`src/rtl/encap_packet_pkg.sv`:
```
// encap_packet_pkg: shared geometry, state encoding and frame slicing for the Aurora encap/decap pair
package encap_packet_pkg;
  localparam int DATA_WIDTH        = 1024;
  localparam int ADDR_WIDTH        = 10;
  localparam int DATA_DFX_WIDTH    = DATA_WIDTH + ADDR_WIDTH;
  localparam int AURORA_DATA_WIDTH = 64;
  localparam int HEADER_WIDTH      = 9;
  localparam int PAYLOAD_PER_FRAME = AURORA_DATA_WIDTH - HEADER_WIDTH;
  localparam int NUM_FRAMES        = (DATA_DFX_WIDTH + PAYLOAD_PER_FRAME - 1) / PAYLOAD_PER_FRAME;
  localparam int LAST_FRAME_BITS   = DATA_DFX_WIDTH - (NUM_FRAMES - 1) * PAYLOAD_PER_FRAME;
  localparam int FRAME_CNT_WIDTH   = $clog2(NUM_FRAMES);
  localparam int PADDED_WIDTH      = NUM_FRAMES * PAYLOAD_PER_FRAME;
  typedef enum logic {IDLE, SEND} state_t;
  typedef logic [HEADER_WIDTH-1:0] header_t;
  // Zero-padding above the word makes the short last frame carry 0 in [63:53].
  function automatic logic [AURORA_DATA_WIDTH-1:0] frame_slice(
    input logic [DATA_DFX_WIDTH-1:0] d,
    input header_t h,
    input logic [FRAME_CNT_WIDTH-1:0] k
  );
    logic [PADDED_WIDTH-1:0] ext;
    ext = {{(PADDED_WIDTH-DATA_DFX_WIDTH){1'b0}}, d};
    return {ext[int'(k)*PAYLOAD_PER_FRAME +: PAYLOAD_PER_FRAME], h};
  endfunction
endpackage

```
`src/rtl/encap_packet.sv`:
```
// encap_packet: slices a 1034-bit DFX word into 19 headered 64-bit Aurora frames
module encap_packet
  import encap_packet_pkg::*;
(
  input  logic                         clk,
  input  logic                         rst_n,
  input  logic [DATA_DFX_WIDTH-1:0]    data_dfx_in,
  input  logic [HEADER_WIDTH-1:0]      header_pkt_in,
  input  logic                         dfx_valid,
  output logic                         dfx_ready,
  output logic [AURORA_DATA_WIDTH-1:0] tx_tdata,
  output logic                         tx_tvalid,
  output logic                         tx_tlast,
  input  logic                         tx_tready,
  output logic                         encap_done,
  output logic                         busy
);
  state_t state, state_n;
  logic [FRAME_CNT_WIDTH-1:0] frame_cnt, cnt_n;
  logic [DATA_DFX_WIDTH-1:0] data_q;
  header_t hdr_q;
  logic cap, fire, last;
  always_comb begin
    cap     = state == IDLE && dfx_valid && dfx_ready;
    fire    = state == SEND && tx_tready;
    last    = frame_cnt == FRAME_CNT_WIDTH'(NUM_FRAMES - 1);
    state_n = cap ? SEND : (fire && last) ? IDLE : state;
    cnt_n   = (fire && !last) ? frame_cnt + 1'b1 : (cap || fire) ? '0 : frame_cnt;
  end
  // Ready is registered so it stays low while rst_n is asserted.
  always_ff @(posedge clk or negedge rst_n) begin
    if (!rst_n) begin
      state      <= IDLE;
      frame_cnt  <= '0;
      data_q     <= '0;
      hdr_q      <= '0;
      dfx_ready  <= 1'b0;
      encap_done <= 1'b0;
    end else begin
      state      <= state_n;
      frame_cnt  <= cnt_n;
      dfx_ready  <= state_n == IDLE;
      encap_done <= fire && last;
      if (cap) begin
        data_q <= data_dfx_in;
        hdr_q  <= header_pkt_in;
      end
    end
  end
  assign busy      = state == SEND;
  assign tx_tvalid = busy;
  assign tx_tlast  = busy && last;
  assign tx_tdata  = busy ? frame_slice(data_q, hdr_q, frame_cnt) : '0;
endmodule
```
`config.mk`:
```
export PLATFORM = sky130hd
export DESIGN_NAME = encap_packet
export DESIGN_NICKNAME = d
export VERILOG_FILES = /design/src/rtl/encap_packet_pkg.sv /design/src/rtl/encap_packet.sv
export SDC_FILE = /design/constraint.sdc
export NUM_CORES = 2
export LEC_CHECK = 0
export CAP_MARGIN = 20
export CORE_UTILIZATION = 23
export CTS_BUF_LIST = sky130_fd_sc_hd__clkbuf_16
export DETAILED_ROUTE_END_ITERATION = 12
export PLACE_DENSITY = 0.41
export SYNTH_ARGS = -nofsm -noshare
export SYNTH_HDL_FRONTEND = slang
export SYNTH_SLANG_ARGS = --single-unit
```
`constraint.sdc`:
```
create_clock -name clk -period 3.53 [get_ports clk]
set_clock_uncertainty 0.05 [all_clocks]
set_input_delay 0.8825 -clock clk [delete_from_list [all_inputs] [get_ports clk]]
set_output_delay 0.8825 -clock clk [all_outputs]
set_load 0.01 [all_outputs]
```
======== Word-level counts from Yosys, hierarchy flattened ========
Cells that the tools add are included.
word-level totals
  bits in registers ....................... 1051
  output and inout bits ................... 69
  logic and storage cells ................. 26
operators by class
  add/subtract/negate cells ............... 1
  multipliers ............................. 1
  equality and inequality tests ........... 1
  shift-type cells ........................ 1
  muxes and demuxes ....................... 5
  bitwise logic cells ..................... 2
  reduce and logical (&&, ||, !) cells .... 9
operator list
  cell                    count
  $shiftx A1045 B12 Y55   1
  $mux W64                1
  $mul A5 B6 Y11 const B  1
  $mux W5                 2
  $logic_and A1 B1 Y1     6
  $add A5 B1 Y5 const B   1
  $eq A5 B5 Y1 const B    1
  $mux W1                 2
  $not A1 Y1              2
  $reduce_bool A2 Y1      1
  $logic_not A1 Y1        1
  $logic_or A1 B1 Y1      1

======== Depth between registers and ports, before layout ========
  depth in word-level cells ............... 6
  mapped depth ............................ 10
  mapped depth without buffers ............ 6

======== Worst setup path before layout ========
No wires, ideal clock.
  path type ............................... register -> output
  start ................................... register frame_cnt[0]
  end ..................................... output tx_tlast
  arrival ................................. 1733 ps
  setup slack ............................. 864 ps
  cell stages (with the launch flop) ...... 9
  buffers on the path ..................... 4
  cell sequence ........................... dfrtp_1 buf_6 buf_6 buf_4 buf_2 inv_1 ha_1 nor4bb_1 and2_1
between the ends
  cells in the longest elaborated chain, start to end .. 2
ends and longest elaborated chain
  element                 RTL line            source
  start, declared         encap_packet.sv:19  logic [FRAME_CNT_WIDTH-1:0] frame_cnt, cnt_n;
  start signal, assigned  encap_packet.sv:41  frame_cnt <= cnt_n;
  $eq A5 B5 Y1            encap_packet.sv:26  last = frame_cnt == FRAME_CNT_WIDTH'(NUM_FRAMES - 1);
  $logic_and A1 B1 Y1     encap_packet.sv:52  assign tx_tlast = busy && last;
  end, declared           encap_packet.sv:13  output logic tx_tlast,
No other way between the ends.

======== Worst setup path after layout ========
  start ................................... register frame_cnt[0]
  end ..................................... output tx_tdata[11]
between the ends
  cells in the longest elaborated chain, start to end .. 3
ends and longest elaborated chain
  element                RTL line                source
  $mul A5 B6 Y11         encap_packet_pkg.sv:23  return {ext[int'(k)*PAYLOAD_PER_FRAME +: PAYLOAD_PER_FRAME], h};
  $shiftx A1045 B12 Y55  encap_packet_pkg.sv:23
  $mux W64               encap_packet.sv:53      assign tx_tdata = busy ? frame_slice(data_q, hdr_q, frame_cnt) : '0;
  end, declared          encap_packet.sv:11      output logic [AURORA_DATA_WIDTH-1:0] tx_tdata,
No other way between the ends.

==> results by group <==
Finish
  – Filler instances: 21307
  – Area of all placed cells without fillers: a little over 70000 um^2
  – End-of-flow core utilization: 34.27%
  – Post-layout instance count excluding filler cells: 9469
  – Share of post-route cells with drive strength above 1: 12.51%
  – Total number of nets in the final design: just under 8000
  – Synth-to-Final Area Change: 48.08%

Clock tree
  – CTS H-Tree Depth: 4
  – Maximum buffer depth of the clock tree: 3
  – Clock transition time at the flip-flop clock pins of the worst setup and hold paths: 0.06 ns
  – Clock insertion delay at the later pin of the skew report: roughly 0.80 ns
  – Root Driver: clkbuf_16
  – Number of buffers created by CTS: 134
  – # clock sinks: 1051
  – TritonCTS clock tree: done
  – Post-CTS Hold Fix Bufs: 0

Placed design
  – Number of I/O port buffers: around 1100
  – Final GP Congestion: 0.8832
  – Number of instances in the placed design: around 9000
  – Minimum setup slack after placement: -0.3234 ns
  – DPL Wire Length: around 180000 um
  – Cell area after placement: around 64000 um^2

Worst setup path
  – Length in cells of the worst reg-to-reg path: 5
  – Setup crit end kind: output port
  – Arrival time at the worst endpoint: 3.04 ns
  – R2R Path End: data_q[610]
  – Largest incremental delay on the critical path: roughly 0.53 ns
  – Number of buffers and inverters on the critical path: 7
  – R2R Setup Slk: approximately 1.1 ns
  – Worst flop-to-flop path startpoint: busy
  – Startpoint class of the critical path: register
  – Crit path max fanout: 5
  – WP data required: 2.60 ns
  – Slowest cell on the critical path: dfrtp_4
  – Cell breakdown of the critical path: buf_6, buf_12, buf_12, buf_16, buf_8, mux4_2, mux2i_1, buf_4, o221ai_4, buf_6
  – Critical path type: register to output port
  – CP delay by family, top: buffers and inverters

Hold path
  – Worst hold-check path type: primary input to async pin

Synthesis
  – Flip-flop and latch count after synthesis: 1051
  – Count of distinct cell types in the synthesized netlist: 33
  – Total of warnings raised by yosys: 0
  – Post-Synthesis Net Count: around 6400
  – Post-Synthesis Cells: 5383
  – Average cell area after synthesis: roughly 9 um^2
  – Cell area after synthesis: 47870 um^2
  – Proportion of synthesized chip area in sequential cells: 54.94%

STA
  – Period Utilization, post-route: 112.6%
  – Final count of hold timing violations: 0
  – Fmax: 0.2517 GHz
  – Finish-stage setup viols: 55
  – Worst-margin pin slew: about 0.9 ns
  – Final Critical Period: 3.973 ns
  – Unrepaired setup endpoints after global routing: true
  – Slew HR: about two fifths
  – Worst setup margin: -0.4432 ns
  – Aggregate negative setup slack: -17.11 ns
  – Count of pins over their slew limit: 0

Die
  – Area of the core: 206900 um^2
  – Std-Cell Rows: 167
  – Ports placed on the boundary: 1116
  – Width of the chip: 458.2 um
  – Die Outline Area: 210000 um^2
  – Die Y: 458.2 um
  – Starting utilization of the core area: 23.14%

Global route
  – Global-route wire length before repair: 329600 um
  – GRT Resource Usage Total: between 20 and 25%
  – Most used routing layer in global routing: met2
  – Grt total ovfl: 0
  – Met2 Use GR: a little over a third
  – Antenna violations before repair: 51
  – Global routing usage on met1: between 20 and 30%
  – Number of global-route vias before repair: roughly 44000
  – Pin count of the biggest net entering global routing: 160
  – Fraction of met3 tracks used by global routing: 3.882%

Drt
  – Post-Route WL: 237500 um
  – Initial detailed-routing violation count: 3210
  – Wirelength per Cell: 25.08 um
  – Total number of vias: 42380
  – Vias/cell: 4.476
  – First-pass detailed-route iteration total: 5
  – Antenna-violating nets left: 0
  – # DRC: 0

Power and ir drop
  – Leakage Power: 34.44 nW
  – Worst-case vdd ir drop: 533.6 uV
  – PD cells: 889.1 nW/um^2

Outcome
  – Violated checks: negative setup slack
  – Result of the run: finished, violations left

Run
  – Max-cap violations: 0
## stage by stage
step	power [mW]	hold slack, ns
2_1_floorplan	32.49	0.3880
3_3_place_gp	44.83	0.4041
3_5_place_dp	44.97	0.4087
4_1_cts	61.72	0.03022
5_1_grt	66.66	0.05084
6_report	63.03	0.05331
## worst max-delay path by stage
stage | startpoint | endpoint | slack (ns) | depth (start not counted)
final | frame_cnt[0] | tx_tdata[11] | -0.44 | 10
after detailed placement | frame_cnt[0] | tx_tdata[38] | -0.32 | 7
after floorplan | frame_cnt[0] | tx_tlast | 0.86 | 8
after global routing | frame_cnt[0] | tx_tdata[11] | -0.52 | 10
after global placement | frame_cnt[0] | tx_tdata[38] | -0.33 | 7
after CTS | frame_cnt[0] | tx_tdata[22] | -0.78 | 7
## cell usage after synthesis (all sizes together)
cell | instances | share of area (%)
o31ai | 2 | 0.031
o311ai | 11 | 0.20
inv | 2 | 0.016
nor2b | 3 | 0.039
nor3b | 1 | 0.016
or2 | 1 | 0.013
dfrtp | 1051 | 55
o211ai | 1 | 0.016
nand4bb | 1 | 0.024
nor2 | 50 | 0.39
nor4bb | 1 | 0.021
xor2 | 3 | 0.055
buf | 201 | 2.3
and2 | 12 | 0.16
o2111ai | 1 | 0.018
nand2 | 3154 | 25
clkbuf | 152 | 1.2
a21oi | 45 | 0.47
or3b | 1 | 0.018
ha | 2 | 0.052
mux2i | 363 | 7.6
nand4 | 11 | 0.14
mux4 | 88 | 4.1
and3b | 1 | 0.018
o221ai | 44 | 0.81
a22oi | 121 | 1.9
o21ai | 2 | 0.021
nand3b | 1 | 0.016
nand3 | 57 | 0.60
## what timing repair did
action                     CTS  global route
cloned                      15            12
pin swaps                   43            64
gates resized for setup    403           176
setup endpoints to repair   56            56
setup buffers               54            57
## power breakdown
group	switching [mW]	internal [mW]	leakage (nW)	total [mW]
clock network	5.83	7.94	2.22	13.8
registers	3.58	17.5	13.3	21.1
logic	14.8	13.4	18.9	28.2
total	24.2	38.9	34.4	63.0
## state kept, by name (all words and copies together), names as in the netlist
signal / flops
busy: 1
data_q: 1034
dfx_ready: 1
encap_done: 1
frame_cnt: 5
hdr_q: 9
## placed cells by master, fill, tap and decap left out, types with 4 or more instances in the layout
| cell | count |
|---|---|
| mux2i_2 | 11 |
| clkinvlp_4 | 6 |
| buf_2 | 20 |
| bufinv_16 | 11 |
| o311ai_2 | 5 |
| inv_1 | 31 |
| mux2i_1 | 340 |
| o221ai_2 | 28 |
| mux2i_4 | 12 |
| o221ai_1 | 6 |
| buf_8 | 13 |
| clkinv_2 | 20 |
| a22oi_1 | 91 |
| a21oi_2 | 5 |
| and2_1 | 10 |
| mux4_2 | 88 |
| nand3_1 | 31 |
| buf_16 | 20 |
| diode_2 | 19 |
| dfrtp_1 | 1048 |
| buf_4 | 187 |
| nand4_1 | 11 |
| bufbuf_16 | 4 |
| o221ai_4 | 10 |
| buf_6 | 69 |
| clkbuf_16 | 148 |
| clkdlybuf4s50_1 | 1058 |
| nand3_2 | 22 |
| inv_16 | 4 |
| buf_12 | 92 |
| nand2_1 | 3153 |
| nand3_4 | 4 |
| a21oi_1 | 40 |
| nor2_1 | 48 |
| a22oi_2 | 30 |
| clkinv_1 | 21 |
| o311ai_4 | 4 |
## layout make-up
class / count / area [um^2] / share of cell area [%]
diodes: 19 / 47.55 / 0.06707
clock buffers: 138 / 3453 / 4.872
clock inverters: 100 / 882.1 / 1.244
inverters: 2 / 10.01 / 0.01412
multi-input cells: 3979 / 20940 / 29.55
flip-flops and latches: 1051 / 26310 / 37.12
well taps: 2704 / 3383 / 4.773
repair buffers: 1476 / 15850 / 22.37
## worst register-to-register path: stages (launching register included)
cell     delay, ns
dfrtp_1       0.44
buf_4         0.25
and3b_4       0.68
buf_12        0.39
nand2_1       0.39
nand2_1       0.14
## cells by family after synthesis
| group | after synthesis | share of synthesized area, % |
|---|---|---|
| DFF | 1051 | 54.94 |
| AOI/OAI and AO/OA | 227 | 3.461 |
| adders and majority gates | 2 | 0.05227 |
| muxes | 451 | 11.73 |
| xor gates and xnor gates | 3 | 0.05490 |
| buffers and inverters | 355 | 3.573 |
| and+or+nand+nor | 3294 | 26.19 |
## per-layer routing
metal  up-vias  wire, um  share of wire [%]
met5         -       103              0.043
met4        16      7053                3.0
met3       295     10880                4.6
met2      1262    115100                 48
met1     21013    104400                 44
li1      19794         -                  -
(Power assumes the default switching activity.)
